==> src/rtl/pc_unit_if.sv <==
// Fetch-control bus between the pipeline and the program counter unit:
// redirect requests go in, the fetch address, chip enable and misalign pulse come out.
interface pc_unit_if #(
  parameter int ADDR_W = 32
);
  logic              stall;
  logic              flush;
  logic [ADDR_W-1:0] flush_pc;
  logic              branch_en;
  logic [ADDR_W-1:0] branch_target;
  logic [ADDR_W-1:0] pc;
  logic              ce;
  logic              misalign;

  modport master (
    output stall, flush, flush_pc, branch_en, branch_target,
    input  pc, ce, misalign
  );

  modport slave (
    input  stall, flush, flush_pc, branch_en, branch_target,
    output pc, ce, misalign
  );
endinterface

==> src/rtl/pc_unit.sv <==
// Program counter unit: OFF/START/RUN sequencing, flush/stall/branch redirects with a
// pending-branch slot. Optional target alignment check enabled by PC_ALIGN_CHECK_EN.
module pc_unit #(
  parameter int                ADDR_W    = 32,
  parameter int                STEP      = 4,
  parameter logic [ADDR_W-1:0] RESET_VEC = '0,
  parameter logic [ADDR_W-1:0] EXC_VEC   = ADDR_W'(32'h00000020)
) (
  input logic     clk,
  input logic     rst,
  pc_unit_if.slave bus
);

  typedef enum logic [1:0] {
    OFF,
    START,
    RUN
  } state_t;

  state_t            state;
  logic              pend_valid;
  logic [ADDR_W-1:0] pend_target;

  logic              take;
  logic              bad;
  logic [ADDR_W-1:0] tgt_sel;
  logic [ADDR_W-1:0] redirect_pc;

`ifdef PC_ALIGN_CHECK_EN
  localparam logic [ADDR_W-1:0] STEP_MASK = ADDR_W'(STEP - 1);
`endif

  // A pending branch outranks a fresh branch_en; both go through the same alignment filter.
  always_comb begin
    take    = pend_valid | bus.branch_en;
    tgt_sel = pend_valid ? pend_target : bus.branch_target;
    bad     = 1'b0;
`ifdef PC_ALIGN_CHECK_EN
    bad     = take && ((tgt_sel & STEP_MASK) != '0);
`endif
    redirect_pc = bad ? EXC_VEC : tgt_sel;
  end

  always_ff @(posedge clk or posedge rst) begin
    if (rst) begin
      state        <= OFF;
      bus.ce       <= 1'b0;
      bus.pc       <= RESET_VEC;
      bus.misalign <= 1'b0;
      pend_valid   <= 1'b0;
      pend_target  <= '0;
    end else begin
      bus.misalign <= 1'b0;
      case (state)
        OFF: begin
          state  <= START;
          bus.ce <= 1'b1;
        end
        START, RUN: begin
          state <= RUN;
          // flush beats stall, stall only records branches for later
          if (bus.flush) begin
            bus.pc     <= bus.flush_pc;
            pend_valid <= 1'b0;
          end else if (bus.stall) begin
            if (bus.branch_en) begin
              pend_valid  <= 1'b1;
              pend_target <= bus.branch_target;
            end
          end else if (take) begin
            bus.pc       <= redirect_pc;
            bus.misalign <= bad;
            pend_valid   <= 1'b0;
          end else begin
            bus.pc <= bus.pc + ADDR_W'(STEP);
          end
        end
        default: begin
          state  <= OFF;
          bus.ce <= 1'b0;
        end
      endcase
    end
  end

endmodule

==> src/flat_wrapper.sv <==
// flat-port wrapper written by rule: the top's interface ports become plain ports
module pc_unit_flat 
#(
  parameter int                ADDR_W    = 32,
  parameter int                STEP      = 4,
  parameter logic [ADDR_W-1:0] RESET_VEC = '0,
  parameter logic [ADDR_W-1:0] EXC_VEC   = ADDR_W'(32'h00000020)
)
  (clk, rst, bus_stall, bus_flush, bus_flush_pc, bus_branch_en, bus_branch_target, bus_pc, bus_ce, bus_misalign);
  pc_unit_if #(.ADDR_W(ADDR_W)) bus_i ();
  input logic clk;
  input logic rst;
  input wire logic [$bits(bus_i.stall)-1:0] bus_stall;
  input wire logic [$bits(bus_i.flush)-1:0] bus_flush;
  input wire logic [$bits(bus_i.flush_pc)-1:0] bus_flush_pc;
  input wire logic [$bits(bus_i.branch_en)-1:0] bus_branch_en;
  input wire logic [$bits(bus_i.branch_target)-1:0] bus_branch_target;
  output wire logic [$bits(bus_i.pc)-1:0] bus_pc;
  output wire logic [$bits(bus_i.ce)-1:0] bus_ce;
  output wire logic [$bits(bus_i.misalign)-1:0] bus_misalign;
  assign bus_i.stall = bus_stall;
  assign bus_i.flush = bus_flush;
  assign bus_i.flush_pc = bus_flush_pc;
  assign bus_i.branch_en = bus_branch_en;
  assign bus_i.branch_target = bus_branch_target;
  assign bus_pc = bus_i.pc;
  assign bus_ce = bus_i.ce;
  assign bus_misalign = bus_i.misalign;
  pc_unit #(.ADDR_W(ADDR_W), .STEP(STEP), .RESET_VEC(RESET_VEC), .EXC_VEC(EXC_VEC)) u_core (.clk(clk), .rst(rst), .bus(bus_i));
endmodule
==> config.mk <==
export PLATFORM = sky130hd
export DESIGN_NAME = pc_unit_flat
export DESIGN_NICKNAME = d
export VERILOG_FILES = /design/src/rtl/pc_unit_if.sv /design/src/rtl/pc_unit.sv /design/src/flat_wrapper.sv
export SDC_FILE = /design/constraint.sdc
export NUM_CORES = 1
export LEC_CHECK = 0
export ABC_AREA = 1
export BUFFER_PORTS_ARGS = -buffer_cell sky130_fd_sc_hd__buf_2
export CAP_MARGIN = 20
export CORE_MARGIN = 3
export CORE_UTILIZATION = 49
export CTS_CLUSTER_DIAMETER = 100
export DETAILED_ROUTE_END_ITERATION = 8
export PLACE_DENSITY = 0.74
export SETUP_SLACK_MARGIN = 0.05
export SYNTH_ARGS = -nofsm -noshare
export SYNTH_HDL_FRONTEND = slang
export SYNTH_SLANG_ARGS = --single-unit
==> constraint.sdc <==
create_clock -name clk -period 2.43 [get_ports clk]
set_clock_uncertainty 0.15 [all_clocks]
set_input_delay 0.243 -clock clk [delete_from_list [all_inputs] [get_ports clk]]
set_output_delay 0.243 -clock clk [all_outputs]
set_load 0.02 [all_outputs]
==> impl_metrics.env, run 1 <==
export IMPL_postCtsSetupRepairBufs=0
export IMPL_max_cap_violations=0
export IMPL_path_max_fanout=42
export IMPL_grt_pass1_wl_mm=20.2
export IMPL_yosysSeqAreaShare=0.386
export IMPL_critPathCaptureType="flip-flop"
export IMPL_finalSetupViolCount=0
export IMPL_dpl_cell_area_um2=4970
export IMPL_die_x_um=101
export IMPL_final_cell_area_um2=5440
export IMPL_htreeDepth=3
export IMPL_grt_usage=0.249
export IMPL_synth_edf_count=0
export IMPL_critPathRequiredTime_ps=2520
export IMPL_worst_ir_drop_vdd_mv=0.331
export IMPL_hold_viol=0
export IMPL_vias=4636
export IMPL_num_io_pins=103
export IMPL_period_needed_ps=1870
export IMPL_grt_remaining_overflow=0
export IMPL_syn_inst=671
export IMPL_rows=33
export IMPL_start_util=0.521
export IMPL_status="finished, final reports clean"
export IMPL_clock_latency_ps=350
export IMPL_cts_tree="yes"
export IMPL_crit_arrival_ps=1960
export IMPL_area_growth_pct=23.2
export IMPL_syn_nets=742
export IMPL_die_area_um2=10200
export IMPL_period_share=0.768
export IMPL_tightest_slew_ps=579
export IMPL_design_core_area_um2=8460
export IMPL_wire_per_inst_um=13.7
export IMPL_ant_nets=0
export IMPL_relSlewSlack=0.613
export IMPL_firstDrtPassIters=5
export IMPL_cpMaxStageDelayCell="buf_4"
export IMPL_hold_class="primary input to flip-flop"
export IMPL_clkSinkCount=68
export IMPL_dp_hpwl_mm=8.81
export IMPL_drive_above_1_share=0.187
export IMPL_globalplace_congestion=0.904
export IMPL_startpoint_type="flip-flop"
export IMPL_p_leak_nw=2.78
export IMPL_slew_viol_final=0
export IMPL_antenna_found_initial=0
export IMPL_async_reset_ff_frac=1.00
export IMPL_grt_pass1_vias=4317
export IMPL_synth_avg_cell_area_um2=6.58
export IMPL_wirelength_mm=12.2
export IMPL_ys_seq_elements=68
export IMPL_clkTransAtPathRegs_ps=80
export IMPL_synth_distinct_cells=28
export IMPL_power_density_nw_per_um2=623
export IMPL_avgViaCountPerCell=5.18
export IMPL_port_buffers=101
export IMPL_die_h_um=101
export IMPL_numCtsBuffers=9
export IMPL_nNetsFinal=856
export IMPL_crit_top_cell="nand2_1"
export IMPL_synth_main_ff_cell="dfrtp_1"
export IMPL_drc=0
export IMPL_cp_cell_sequence="inv_1 > ha_1 > nand2_1 > buf_4 > nor2_1 > nand2_1 > nand2_1"
export IMPL_cts_hold_buffers=24
export IMPL_rsz0062_at_grt="no"
export IMPL_mappedNetlistArea_um2=4410
export IMPL_max_freq_mhz=536
export IMPL_cts_resized=0
export IMPL_cts_root_buf="clkbuf_8"
export IMPL_drtIter0Drc=196
export IMPL_yosysWarningCount=0
export IMPL_tns_ps=0
export IMPL_slowest_delay_ps=440
export IMPL_clock_path_buffers=2
export IMPL_diodes=0
export IMPL_grt_max_degree=48
export IMPL_setup_worst_path_class="flip-flop to flip-flop"
[layer usage]
layer  vias to the layer above  share of wire  wire (µm)  global-route usage
met5                         -              0          0                   0
met4                         0          0.017        202              0.0808
met3                        18          0.072        876              0.0498
met2                       166           0.48       5900               0.415
met1                      2102           0.43       5240               0.323
li1                       2350              -          -                   -
[layout by cell type, fill, tap and decap left out]
cell type and instances:
nand2_1 224, buf_2 101, nor2_1 81, dfrtp_1 68, inv_1 66, nand3_1 48, o21ai_0 38, o21ai_1 33
a21oi_1 28, dlygate4sd3_1 24, o211ai_1 11, clkbuf_8 11, nor2_4 8, buf_4 8, nor2_2 5, o21bai_1 5
inv_2 4, and2_1 4, nand2_2 3, o22ai_1 3, nand2_4 2, a31oi_1 2, ha_1 2, clkbuf_1 2
bufinv_16 2, nand3_2 1, mux2_2 1, o2bb2ai_1 1, o221ai_1 1, conb_1 1, clkinv_4 1, buf_12 1
[report_power, final]
| part | switching [W] | leakage, nW | internal [W] |
|---|---|---|---|
| Sequential | 0.000156 | 0.816 | 0.00129 |
| Clock | 0.000448 | 0.114 | 0.000637 |
| Combinational | 0.000535 | 1.85 | 0.000321 |
[metrics by stage]
stage          setup WS, ps  std cells  hold slack (ps)  utilization  total power [W]
4_1_cts                 578        895             1.29        0.642          0.00341
2_1_floorplan           325        671              238            -          0.00201
3_3_place_gp            639        855              178        0.587          0.00226
5_1_grt                 413        895             10.6        0.642          0.00359
6_report                564        895             5.64        0.642          0.00339
3_5_place_dp            599        855              179        0.587          0.00229
[synth_stat cells (all sizes together) (2+ instances only)]
library cell | instances | area share
nand2 | 229 | 0.20
inv | 70 | 0.060
o21ai | 71 | 0.081
o21bai | 5 | 0.0085
a21oi | 28 | 0.032
ha | 2 | 0.0057
nand3 | 49 | 0.056
dfrtp | 68 | 0.39
o22ai | 3 | 0.0043
clkbuf | 11 | 0.0094
nor2 | 94 | 0.096
and2 | 4 | 0.0057
a31oi | 2 | 0.0028
o211ai | 11 | 0.019
buf | 20 | 0.028
[flip-flops by register name, summed over array words and instances (netlist names)]
register	cells
u_core.bus.pc	32
u_core.pend_target	32
u_core.state	2
u_core.bus.ce	1
u_core.pend_valid	1
[final timing paths]
path                                  startpoint                     end  slack, ps  depth (start not counted)
setup / recovery                 u_core.state[0]       u_core.bus.pc[20]        560                          7
setup reg to reg                 u_core.state[0]       u_core.bus.pc[20]        560                          7
hold / removal             bus_branch_target[20]  u_core.pend_target[20]          6                          3
hold reg to reg            u_core.pend_target[7]   u_core.pend_target[7]        350                          2
min in group asynchronous                    rst  u_core.pend_target[25]        340                          3
max in group asynchronous                    rst       u_core.bus.pc[10]       1130                          4
[area by class of cell]
cell class | instances | area, µm²
multi-input combinational | 502 | 2290
sequential | 68 | 1700
inverter | 70 | 263
clock buffer | 13 | 159
clock inverter | 3 | 68.8
timing repair buffer | 134 | 826
fill | 819 | 3030
tap | 105 | 131
[worst max-delay path, delay by kind of cell, from the launching register on]
family	cells	cell delay, ps
flip-flops	1	330
buffers and inverters	2	480
AND/OR/NAND/NOR	4	460
adder cells (fa/ha/maj)	1	320
[kinds of logic (layout without fill, tap and decap cells)]
kind of cell | count (synthesis) | after routing | share of synthesized area
compound gates | 122 | 122 | 0.151
fa+ha+maj | 2 | 2 | 0.00567
buf+inv | 101 | 220 | 0.0972
flops | 68 | 68 | 0.386
mux | 1 | 1 | 0.00255
other cells | 1 | 1 | 0.000850
simple gates | 376 | 376 | 0.358
(Power assumes the default switching activity.)
==> run 2, diff against run 1 <==
- PLACE_DENSITY: 0.74 -> 0.77
- clock period: 2.43 -> 1.7 ns (I/O delays scaled with it)
==> impl_metrics.env, run 2 (same netlist as run 1, synthesis figures left out) <==
export IMPL_rsz0062_at_grt="yes"
export IMPL_clock_path_buffers=2
export IMPL_dpl_cell_area_um2=5140
export IMPL_status="finished with violations"
export IMPL_avgViaCountPerCell=5.47
export IMPL_diodes=0
export IMPL_tns_ps=-846
export IMPL_rows=33
export IMPL_tightest_slew_ps=599
export IMPL_clkTransAtPathRegs_ps=90
export IMPL_slew_viol_final=0
export IMPL_period_needed_ps=1790
export IMPL_max_cap_violations=0
export IMPL_critPathRequiredTime_ps=1790
export IMPL_p_leak_nw=3.29
export IMPL_critPathCaptureType="flip-flop"
export IMPL_cp_cell_sequence="inv_2 > ha_4 > buf_4 > nand2_4 > buf_4 > a21oi_2 > nand2_1 > o22ai_2 > inv_1"
export IMPL_design_core_area_um2=8460
export IMPL_final_cells=963
export IMPL_crit_family="buffers and inverters"
export IMPL_area_growth_pct=50.7
export IMPL_globalplace_congestion=0.908
export IMPL_numCtsBuffers=9
export IMPL_drc=0
export IMPL_cpMaxStageDelayCell="dfrtp_1"
export IMPL_clkSinkCount=68
export IMPL_post_place_cells=869
export IMPL_grt_usage=0.289
export IMPL_final_cell_area_um2=6650
export IMPL_startpoint_type="flip-flop"
export IMPL_max_freq_mhz=560
export IMPL_dp_hpwl_mm=9.48
export IMPL_layout_common_cells="nand2_1, buf_2, nor2_1"
export IMPL_relSlewSlack=0.600
export IMPL_ant_nets=0
export IMPL_path_max_fanout=6
export IMPL_nNetsFinal=924
export IMPL_crit_top_cell="buf_4"
export IMPL_drive_above_1_share=0.330
export IMPL_port_buffers=101
export IMPL_finalSetupViolCount=30
export IMPL_cts_tree="yes"
export IMPL_cts_root_buf="clkbuf_8"
export IMPL_antenna_found_initial=0
export IMPL_power_density_nw_per_um2=810
export IMPL_htreeDepth=3
export IMPL_setup_worst_path_class="flip-flop to flip-flop"
export IMPL_drtIter0Drc=347
export IMPL_dp_slack_ps=-43.0
export IMPL_hold_viol=1
export IMPL_grt_max_degree=41
export IMPL_slowest_delay_ps=370
export IMPL_largest_registers="u_core.bus.pc (32), u_core.pend_target (32), u_core.state (2)"
export IMPL_die_h_um=101
export IMPL_start_util=0.521
export IMPL_layout_setup_ws_ps=-86.1
export IMPL_crit_arrival_ps=1880
export IMPL_die_x_um=101
export IMPL_grt_pass1_wl_mm=23.5
export IMPL_grt_remaining_overflow=0
export IMPL_worstPathBufferInverterCount=4
export IMPL_die_area_um2=10200
export IMPL_wirelength_mm=15.8
export IMPL_final_common_cell="nand2_1"
export IMPL_period_share=1.05
export IMPL_hold_class="primary input to flip-flop"
export IMPL_holdWs_ps=-0.391
export IMPL_firstDrtPassIters=5
export IMPL_vias=5266
export IMPL_grt_pass1_vias=5097
export IMPL_failed_checks="negative hold slack, negative setup slack"
export IMPL_num_io_pins=103
export IMPL_clock_latency_ps=360
export IMPL_wire_per_inst_um=16.4
export IMPL_worst_ir_drop_vdd_mv=0.570
run 2: final cells by class:
type,instances,area [µm²]
tap,105,131
multi-input combinational,502,2680
clock inverter,7,97.6
clock buffer,9,124
fill,569,1820
sequential,68,1710
inverter,70,269
timing repair buffer,202,1640
run 2: metrics by stage:
| step | total power, W | utilization |
|---|---|---|
| 3_3_place_gp | 0.00332 | 0.608 |
| 5_1_grt | 0.00563 | 0.786 |
| 3_5_place_dp | 0.00337 | 0.608 |
| 2_1_floorplan | 0.00288 | - |
| 4_1_cts | 0.00511 | 0.731 |
| 6_report | 0.00539 | 0.786 |
run 2: final timing paths:
path                                           to                   start  cells after the start  slack, ps
max in group asynchronous       u_core.bus.pc[17]                     rst                      4        490
hold reg to reg            u_core.pend_target[31]  u_core.pend_target[31]                      2        350
setup / recovery                 u_core.bus.pc[2]         u_core.state[1]                      9        -90
min in group asynchronous   u_core.pend_target[6]                     rst                      3        300
setup reg to reg                 u_core.bus.pc[2]         u_core.state[1]                      9        -90
hold / removal                  u_core.bus.pc[22]        bus_flush_pc[22]                      5       -0.4
run 2: per-layer routing:
layer	share of wire	wire length [µm]	up-vias	GRT usage
met5	0	0	-	0
met4	0.042	657	0	0.127
met3	0.067	1060	57	0.0422
met2	0.52	8220	269	0.524
met1	0.37	5850	2446	0.336
li1	-	-	2494	-
run 2: power breakdown:
group          switching (W)  internal (W)
logic               0.000977      0.000746
registers           0.000262       0.00185
clock network       0.000718      0.000834
run 2: worst register-to-register path, stage by stage (launching register included):
cell and delay [ps]:
dfrtp_1 370, inv_2 60, ha_4 280, buf_4 140, nand2_4 80, buf_4 160
a21oi_2 100, nand2_1 110, o22ai_2 150, inv_1 70
run 2: repair_timing:
action,CTS,global route
setup buffers,15,12
resized for setup,45,96
pin swaps,13,20
cloned,4,5
setup endpoints to repair,52,67
hold buffers,45,0
hold endpoints to repair,64,0
==> run 3, diff against run 2 <==
- PLACE_DENSITY: 0.77 -> 0.74
- clock period: 1.7 -> 2.11 ns (I/O delays scaled with it)
==> impl_metrics.env, run 3 (same netlist as run 1, synthesis figures left out) <==
export IMPL_period_share=0.899
export IMPL_r2r_start="u_core.pend_valid"
export IMPL_grt_max_degree=69
export IMPL_r2r_end="u_core.pend_valid"
export IMPL_clock_latency_ps=340
export IMPL_max_freq_mhz=527
export IMPL_die_x_um=101
export IMPL_rows=33
export IMPL_crit_arrival_ps=1940
export IMPL_hold_viol=0
export IMPL_reg2regPathDepth=7
export IMPL_worstHoldEndpoint="u_core.pend_target[8]"
export IMPL_final_common_cell="nand2_1"
export IMPL_crit_family="simple AND/OR/NAND/NOR gates"
export IMPL_slew_viol_final=0
export IMPL_cpMaxStageDelayCell="dfrtp_1"
export IMPL_dp_hpwl_mm=8.89
export IMPL_cp_cell_sequence="nor2_4 > nand2_2 > nor2_1 > nor2_1 > nand3_2 > buf_4 > o21ai_0"
export IMPL_die_area_um2=10200
export IMPL_postCtsSetupRepairBufs=0
export IMPL_worstPathBufferInverterCount=1
export IMPL_clock_path_buffers=2
export IMPL_drtIter0Drc=214
export IMPL_final_cells=906
export IMPL_avgViaCountPerCell=5.18
export IMPL_ant_nets=0
export IMPL_cts_tree="yes"
export IMPL_finalSetupViolCount=0
export IMPL_layout_common_cells="nand2_1, buf_2, nor2_1"
export IMPL_slowest_delay_ps=410
export IMPL_drive_above_1_share=0.184
export IMPL_largest_registers="u_core.bus.pc (32), u_core.pend_target (32), u_core.state (2)"
export IMPL_start_util=0.521
export IMPL_clkSinkCount=68
export IMPL_grt_usage=0.253
export IMPL_globalplace_congestion=0.931
export IMPL_finalPower_w=0.00385
export IMPL_rsz0062_at_grt="no"
export IMPL_design_core_area_um2=8460
export IMPL_wirelength_mm=12.5
export IMPL_port_buffers=101
export IMPL_rrSetupSlack_ps=210
export IMPL_hold_class="primary input to flip-flop"
export IMPL_post_place_cells=854
export IMPL_max_cap_violations=0
export IMPL_path_max_fanout=47
export IMPL_worst_ir_drop_vdd_mv=0.479
export IMPL_grt_pass1_vias=4457
export IMPL_firstDrtPassIters=5
export IMPL_grt_remaining_overflow=0
export IMPL_die_h_um=101
export IMPL_n_fill_cell=761
export IMPL_num_io_pins=103
export IMPL_wire_per_inst_um=13.8
export IMPL_nNetsFinal=867
export IMPL_area_growth_pct=25.7
export IMPL_critPathRequiredTime_ps=2150
export IMPL_htreeDepth=3
export IMPL_min_delay_path_depth=3
export IMPL_clkTransAtPathRegs_ps=80
export IMPL_drc=0
export IMPL_period_needed_ps=1900
export IMPL_vias=4694
export IMPL_hold_start="bus_branch_target[8]"
export IMPL_startpoint_type="flip-flop"
export IMPL_critPathCaptureType="flip-flop"
export IMPL_holdWs_ps=15.1
export IMPL_cts_root_buf="clkbuf_8"
export IMPL_numCtsBuffers=9
export IMPL_diodes=0
export IMPL_crit_top_cell="nor2_1"
export IMPL_grt_pass1_wl_mm=20.6
export IMPL_p_leak_nw=2.82
export IMPL_antenna_found_initial=0
export IMPL_status="finished, final reports clean"
export IMPL_power_density_nw_per_um2=694
export IMPL_setup_worst_path_class="flip-flop to flip-flop"
export IMPL_tns_ps=0
[run 3: cell count changes in the layout (fill, tap and decap cells not counted), moves of 9 or more]
cell           delta
nand2_1          +33
buf_4            -26
o21ai_2          -18
nand2_4          -17
nand2_2          -16
o21ai_1          +13
buf_6            -11
dfrtp_1           +9
dfrtp_2           -9
dlygate4sd3_1     -9
[run 3: worst max path at each step]
stage	endpoint	slack [ps]	startpoint	cells past startpoint
2_1_floorplan	u_core.bus.pc[16]	360	u_core.bus.pc[2]	10
3_3_place_gp	u_core.bus.pc[16]	320	u_core.bus.pc[2]	10
3_5_place_dp	u_core.bus.pc[24]	260	u_core.bus.pc[2]	10
4_1_cts	u_core.bus.pc[24]	250	u_core.bus.pc[2]	10
5_1_grt	u_core.bus.pc[24]	80	u_core.bus.pc[3]	10
6_report	u_core.pend_valid	210	u_core.pend_valid	7
[run 3: per-layer routing]
| metal | vias to the layer above | routed length [µm] | track usage |
|---|---|---|---|
| li1 | 2372 | - | - |
| met1 | 2137 | 5410 | 0.325 |
| met2 | 160 | 5930 | 0.425 |
| met3 | 25 | 858 | 0.0540 |
| met4 | 0 | 305 | 0.0818 |
| met5 | - | 0 | 0 |
[run 3: stage by stage]
step                utilization  setup WS (ps)  instance area [µm²]
CTS                       0.655            248                 5550
floorplan                     -            365                 4420
finish                    0.655            212                 5550
detailed placement        0.588            259                 4980
global placement          0.588            319                 4980
global route              0.655           77.5                 5550
[run 3: where the power goes]
| part | internal [W] | switching (W) |
|---|---|---|
| Sequential | 0.00149 | 0.000185 |
| Clock | 0.000668 | 0.000506 |
| Combinational | 0.000385 | 0.000623 |
[run 3: repair_timing]
| item | CTS | global route |
|---|---|---|
| resized for setup | 0 | 1 |
| endpoints found under the setup margin | 0 | 1 |
| hold buffers | 36 | 0 |
| hold endpoints to repair | 103 | 0 |
[run 3: layout make-up]
type | count | area, µm² | area share
timing repair buffer | 145 | 951 | 0.171
clock inverter | 4 | 73.8 | 0.0133
clock buffer | 12 | 135 | 0.0244
inverter | 70 | 267 | 0.0480
multi-input combinational | 502 | 2290 | 0.412
sequential | 68 | 1700 | 0.307
tap | 105 | 131 | 0.0237
[run 3: worst register-to-register path, cell delays in order (launching register included)]
cell and delay [ps]:
dfrtp_1 410, nor2_4 230, nand2_2 120, nor2_1 110, nor2_1 70, nand3_2 70, buf_4 380, o21ai_0 210
